[config.mk]
export PLATFORM = sky130hd
export DESIGN_NAME = speed_detector
export DESIGN_NICKNAME = d
export VERILOG_FILES = /design/src/rtl/speed_detector_pkg.sv /design/src/rtl/speed_detector_period_counter.sv /design/src/rtl/speed_detector.sv
export SDC_FILE = /design/constraint.sdc
export NUM_CORES = 1
export LEC_CHECK = 0
export CAP_MARGIN = 20
export CORE_ASPECT_RATIO = 0.75
export CORE_MARGIN = 5
export CORE_UTILIZATION = 51
export DETAILED_ROUTE_END_ITERATION = 16
export PLACE_DENSITY = 0.74
export SKIP_LAST_GASP = 1
export SYNTH_ARGS = -nofsm -noshare
export SYNTH_HDL_FRONTEND = slang
export SYNTH_HIERARCHICAL = 1
export SYNTH_SLANG_ARGS = --single-unit
[constraint.sdc]
create_clock -name ClockIn -period 2.1 [get_ports ClockIn]
set_input_delay 0.42 -clock ClockIn [delete_from_list [all_inputs] [get_ports ClockIn]]
set_output_delay 0.42 -clock ClockIn [all_outputs]
set_load 0.05 [all_outputs]
[src/rtl/speed_detector_pkg.sv]
// Shared types, speed codes and period classification for the speed detector.
package speed_detector_pkg;

   typedef enum logic [1:0] {
      IDLE    = 2'd0,
      MEASURE = 2'd1,
      LOCK    = 2'd2
   } state_e;

   localparam logic [1:0] SPEED_FAST    = 2'b00;
   localparam logic [1:0] SPEED_NOMINAL = 2'b01;
   localparam logic [1:0] SPEED_HALF    = 2'b10;
   localparam logic [1:0] SPEED_QUARTER = 2'b11;

   typedef struct packed {
      logic       legal;
      logic [1:0] code;
   } class_t;

   // Exact-match decode; cf >= 2 keeps the four legal periods distinct.
   function automatic class_t classify(input int unsigned p, input int unsigned cf);
      class_t r;
      r.legal = 1'b1;
      r.code  = SPEED_FAST;
      if (p == 1)
         r.code = SPEED_FAST;
      else if (p == cf)
         r.code = SPEED_NOMINAL;
      else if (p == 2 * cf)
         r.code = SPEED_HALF;
      else if (p == 4 * cf)
         r.code = SPEED_QUARTER;
      else
         r.legal = 1'b0;
      return r;
   endfunction

endpackage

[src/rtl/speed_detector_period_counter.sv]
// Cycle counter since the last sampled pulse, with the no-pulse timeout flag.
module period_counter
   import speed_detector_pkg::*;
#(
   parameter int unsigned CLOCK_FREQUENCY = 500,
   localparam int W = $clog2(4 * CLOCK_FREQUENCY + 2)
) (
   input  logic         ClockIn,
   input  logic         Reset,
   input  logic         Pulse,
   input  logic         idle,
   output logic [W-1:0] count,
   output logic         timeout
);

   localparam logic [W-1:0] TIMEOUT_COUNT = W'(4 * CLOCK_FREQUENCY + 1);

   // The FSM leaves MEASURE/LOCK on the timeout cycle, so count never passes TIMEOUT_COUNT.
   assign timeout = !idle && (count == TIMEOUT_COUNT);

   always_ff @(posedge ClockIn or posedge Reset) begin
      if (Reset)
         count <= '0;
      else if (Pulse)
         count <= W'(1);
      else if (idle || timeout)
         count <= '0;
      else
         count <= count + W'(1);
   end

endmodule

[src/rtl/speed_detector.sv]
// Locks onto the period of an enable-pulse stream and reports its speed code.
//
// state   | meaning
// IDLE    | no reference pulse yet; count held at 0
// MEASURE | measuring periods, waiting for two matching legal codes
// LOCK    | Speed/Valid locked; any other period breaks lock
module speed_detector
   import speed_detector_pkg::*;
#(
   parameter int unsigned CLOCK_FREQUENCY = 500,
   localparam int W = $clog2(4 * CLOCK_FREQUENCY + 2)
) (
   input  logic         ClockIn,
   input  logic         Reset,
   input  logic         Pulse,
   output logic [1:0]   Speed,
   output logic         Valid,
   output logic         Error,
   output logic [W-1:0] Period
);

   state_e       state_q;
   logic [1:0]   cand_q;
   logic         cand_vld_q;
   logic [W-1:0] count;
   logic         timeout;
   logic         idle;
   class_t       cls;

   assign idle = (state_q == IDLE);
   assign cls  = classify(32'(count), CLOCK_FREQUENCY);

   period_counter #(
      .CLOCK_FREQUENCY(CLOCK_FREQUENCY)
   ) u_counter (
      .ClockIn(ClockIn),
      .Reset  (Reset),
      .Pulse  (Pulse),
      .idle   (idle),
      .count  (count),
      .timeout(timeout)
   );

   always_ff @(posedge ClockIn or posedge Reset) begin
      if (Reset) begin
         state_q    <= IDLE;
         cand_q     <= SPEED_FAST;
         cand_vld_q <= 1'b0;
         Speed      <= SPEED_FAST;
         Valid      <= 1'b0;
         Error      <= 1'b0;
         Period     <= '0;
      end else begin
         Error <= 1'b0;
         case (state_q)
            IDLE: begin
               if (Pulse)
                  state_q <= MEASURE;
            end
            MEASURE: begin
               if (Pulse) begin
                  Period <= count;
                  if (!cls.legal) begin
                     Error      <= 1'b1;
                     Valid      <= 1'b0;
                     cand_vld_q <= 1'b0;
                  end else if (cand_vld_q && (cls.code == cand_q)) begin
                     state_q <= LOCK;
                     Speed   <= cls.code;
                     Valid   <= 1'b1;
                  end else begin
                     cand_q     <= cls.code;
                     cand_vld_q <= 1'b1;
                  end
               end else if (timeout) begin
                  Error      <= 1'b1;
                  Valid      <= 1'b0;
                  cand_vld_q <= 1'b0;
                  state_q    <= IDLE;
               end
            end
            LOCK: begin
               if (Pulse) begin
                  Period <= count;
                  if (!cls.legal) begin
                     Error      <= 1'b1;
                     Valid      <= 1'b0;
                     cand_vld_q <= 1'b0;
                     state_q    <= MEASURE;
                  end else if (cls.code != Speed) begin
                     // A new legal code counts as the first of two matching periods.
                     Error      <= 1'b1;
                     Valid      <= 1'b0;
                     cand_q     <= cls.code;
                     cand_vld_q <= 1'b1;
                     state_q    <= MEASURE;
                  end
               end else if (timeout) begin
                  Error      <= 1'b1;
                  Valid      <= 1'b0;
                  cand_vld_q <= 1'b0;
                  state_q    <= IDLE;
               end
            end
            default: begin
               state_q    <= IDLE;
               Valid      <= 1'b0;
               cand_vld_q <= 1'b0;
            end
         endcase
      end
   end

endmodule
==> results.py <==
metrics = {
    "placed_design": {
        "place_congestion": 0.9128,
        "place_ws_ps": -233.7,
        "hpwl_mm": 3.297,
        "io_buffers": 17,
    },
    "setup_path": {
        "cp_max_fo": 3,
        "critPathMaxStageDelay_ps": 430,
        "path_buf_inv": 0,
        "crit_chain": "nor4b_4 > nand3_1 > a21oi_4 > xnor2_2 > nand3_1 > o2111a_2 > mux2_4",
        "regToRegSetupSlack_ps": -320,
        "crit_required_ps": 2270,
        "slowest_stage": "dfrtp_1",
        "ff2ff_path_depth": 7,
        "crit_start": "u_counter/count[10]",
        "cpMostUsedCell": "nand3_1",
        "start_kind": "register",
        "cp-end-kind": "register",
        "rr_startpoint": "u_counter/count[10]",
        "cp.arrival_ps": 2590,
        "cp_top_family": "simple AND/OR/NAND/NOR gates",
        "r2r_end": "cand_q[1]",
        "crit_type": "register to register",
    },
    "floorplan": {
        "initial_core_util": 0.5338,
        "die_area_mm2": 0.004782,
        "io_pins": 18,
        "die_w_um": 78.20,
        "die_h_um": 61.15,
        "num_rows": 18,
        "core-area_mm2": 0.003333,
    },
    "drt": {
        "wl_per_cell_um": 20.76,
        "ant_nets": 0,
        "route.detailed.drc": 0,
        "drt-initial-drc-count": 144,
        "firstDrtPassIters": 5,
        "vias": 1693,
        "viasPerCell": 6.437,
        "drt-total-wl_mm": 5.459,
    },
    "logic_synthesis": {
        "synthAdderAreaFrac": 0.04219,
        "muxShareOfSynthArea": 0.1006,
        "synth_edf_count": 0,
        "synth_seq_cells": 31,
        "syn_inst": 164,
        "synth_xor_area_frac": 0.03446,
        "synth-seq-area-share": 0.4360,
        "ys.flop_type": "dfrtp_1",
        "synth_compound_area_frac": 0.1498,
        "synthArstFlopShare": 1.000,
        "syn_area_mm2": 0.001779,
        "synth-simple-area-share": 0.2025,
        "synth_nets": 173,
        "ys_types": 44,
        "yosys_warnings": 6,
        "synth_top_family_by_area": "simple AND/OR/NAND/NOR gates",
        "syn-mean-instance-area_um2": 10.85,
    },
    "global_routing": {
        "grt_antenna_before_repair": 0,
        "grt.total_usage": 0.2326,
        "overflow": 0,
        "grt_max_degree": 21,
        "grt_pass1_wl_mm": 8.148,
        "grt_pass1_vias": 1691,
    },
    "power": {
        "p_int_mw": 1.477,
        "p_sw_mw": 0.9440,
        "p_leak_nw": 1.120,
        "pwr-share-clk": 0.211,
        "swShare": 0.3899,
        "comb_power_share": 0.473,
        "seqPwrFrac": 0.316,
        "ir_drop_uv": 607.8,
        "power_density_mw_per_mm2": 931.3,
    },
    "timing": {
        "whs_ps": 461.3,
        "fin_skew_ps": 3.408,
        "post-route-min-period_ps": 2420,
        "slew_headroom": 0.6380,
        "fin_ws_ps": -320.0,
        "final.period_utilization": 1.152,
        "slew_violations": 0,
        "fmax_mhz": 413.2,
        "worstMarginPinSlew_ps": 541.7,
        "setup_viol": 9,
        "grt_setup_unrepaired": "true",
        "hold_viol": 0,
    },
    "layout": {
        "final_cell_mix": "34 x buf_4, 29 x dfrtp_1, 17 x clkdlybuf4s50_1",
        "layout_commonest_cell": "buf_4",
        "fin_nets": 231,
        "drive_above_1_share": 0.4126,
        "fin_util": 0.7800,
        "diodes": 0,
        "multi_input_area_mm2": 0.001164,
        "nFillCells": 193,
        "areaGrowthSynthToFinish_pct": 46.13,
        "seq_area_um2": 778.2,
    },
    "clocking": {
        "root_buffer": "clkbuf_8",
        "cts.sinks": 31,
        "ctsHoldBuffers": 0,
        "cts.clk_slew.worst_paths_ps": 60,
        "cts_buffer_depth": 2,
        "h-tree-depth": 2,
        "insertion_delay_ps": 290,
        "numCtsBuffers": 5,
        "cts_tree": "done",
    },
    "hold_path": {
        "min_path_type": "input port to asynchronous set/reset pin",
    },
    "outcome": {
        "violations": "setup timing",
        "outcome": "finished with violations",
    },
    "flow_run": {
        "maxCapViolCount": 0,
    },
}
-- stage by stage --
step / instance area (um2) / TNS (ps) / power (mW) / cells
floorplan: 1784 / -255.7 / 1.391 / 164
global placement: 2187 / -778.6 / 1.647 / 244
detailed placement: 2187 / -1591 / 1.690 / 244
CTS: 2411 / -1058 / 2.256 / 257
global route: 2600 / -2855 / 2.542 / 263
finish: 2600 / -2072 / 2.421 / 263
-- how the worst max path moves through the flow --
stage	depth (start not counted)	slack, ps	to
3_5_place_dp	8	-230	cand_q[1]
2_1_floorplan	7	-90	cand_q[0]
4_1_cts	7	-170	cand_q[1]
5_1_grt	7	-410	cand_q[1]
6_report	7	-320	cand_q[1]
3_3_place_gp	7	-140	state_q[1]
-- worst register-to-register path, stage by stage (launching register included) --
cell and delay, ps:
dfrtp_1 430, nor4b_4 420, nand3_1 220, a21oi_4 290, xnor2_2 170, nand3_1 160
o2111a_2 310, mux2_4 300
-- cell families after synthesis --
logic type | Yosys count
AOI/OAI and AO/OA | 34
xor gates and xnor gates | 7
adders and majority gates | 6
buffers and inverters | 16
DFF | 31
muxes | 16
and+or+nand+nor | 54
-- per-layer routing --
layer,wire length [um],part of all wire,global-route usage
met1,2207,0.40,0.2708
met2,2580,0.47,0.3866
met3,412,0.075,0.06140
met4,259,0.047,0.1646
met5,0,0,0
-- final cells by class --
cell class | count | area share
multi-input cells | 117 | 0.4475
flip-flops and latches | 31 | 0.2993
repair buffers | 54 | 0.1766
clock buffers | 8 | 0.03850
well taps | 40 | 0.01925
inverters | 13 | 0.01877
-- Yosys cell counts (3+ instances only) --
| master | instances | area (um2) |
|---|---|---|
| o21ai_0 | 4 | 20.02 |
| or4_1 | 4 | 30.03 |
| o31ai_1 | 5 | 37.54 |
| mux2_2 | 10 | 112.6 |
| a21oi_1 | 10 | 50.05 |
| ha_1 | 6 | 75.07 |
| nand4_1 | 3 | 18.77 |
| nor2_1 | 10 | 37.54 |
| nor3b_1 | 3 | 22.52 |
| dfrtp_1 | 31 | 775.7 |
| mux2_1 | 5 | 56.30 |
| xnor2_1 | 6 | 52.55 |
| nand3_1 | 10 | 50.05 |
| inv_1 | 12 | 45.04 |
| nand2_1 | 7 | 26.28 |
-- repair_timing --
action / CTS / global route
pin swaps: 1 / 10
setup buffers: 5 / 7
resized for setup: 15 / 22
endpoints found under the setup margin: 9 / 9
-- sequential cells by signal (all words and copies together) (netlist names) --
register	cells
state_q	2
Valid	1
u_counter/count	11
Error	1
Period	11
cand_q	2
Speed	2
cand_vld_q	1
-- power by group through the flow --
stage          Clock [mW]  Sequential (mW)  Combinational (mW)
2_1_floorplan           0            0.896               0.495
3_3_place_gp            0            0.758               0.889
3_5_place_dp            0            0.765               0.925
6_report            0.512            0.765                1.14
4_1_cts             0.527            0.759               0.970
5_1_grt             0.561            0.776                1.20
No activity file was read; power rests on OpenSTA's default activity.
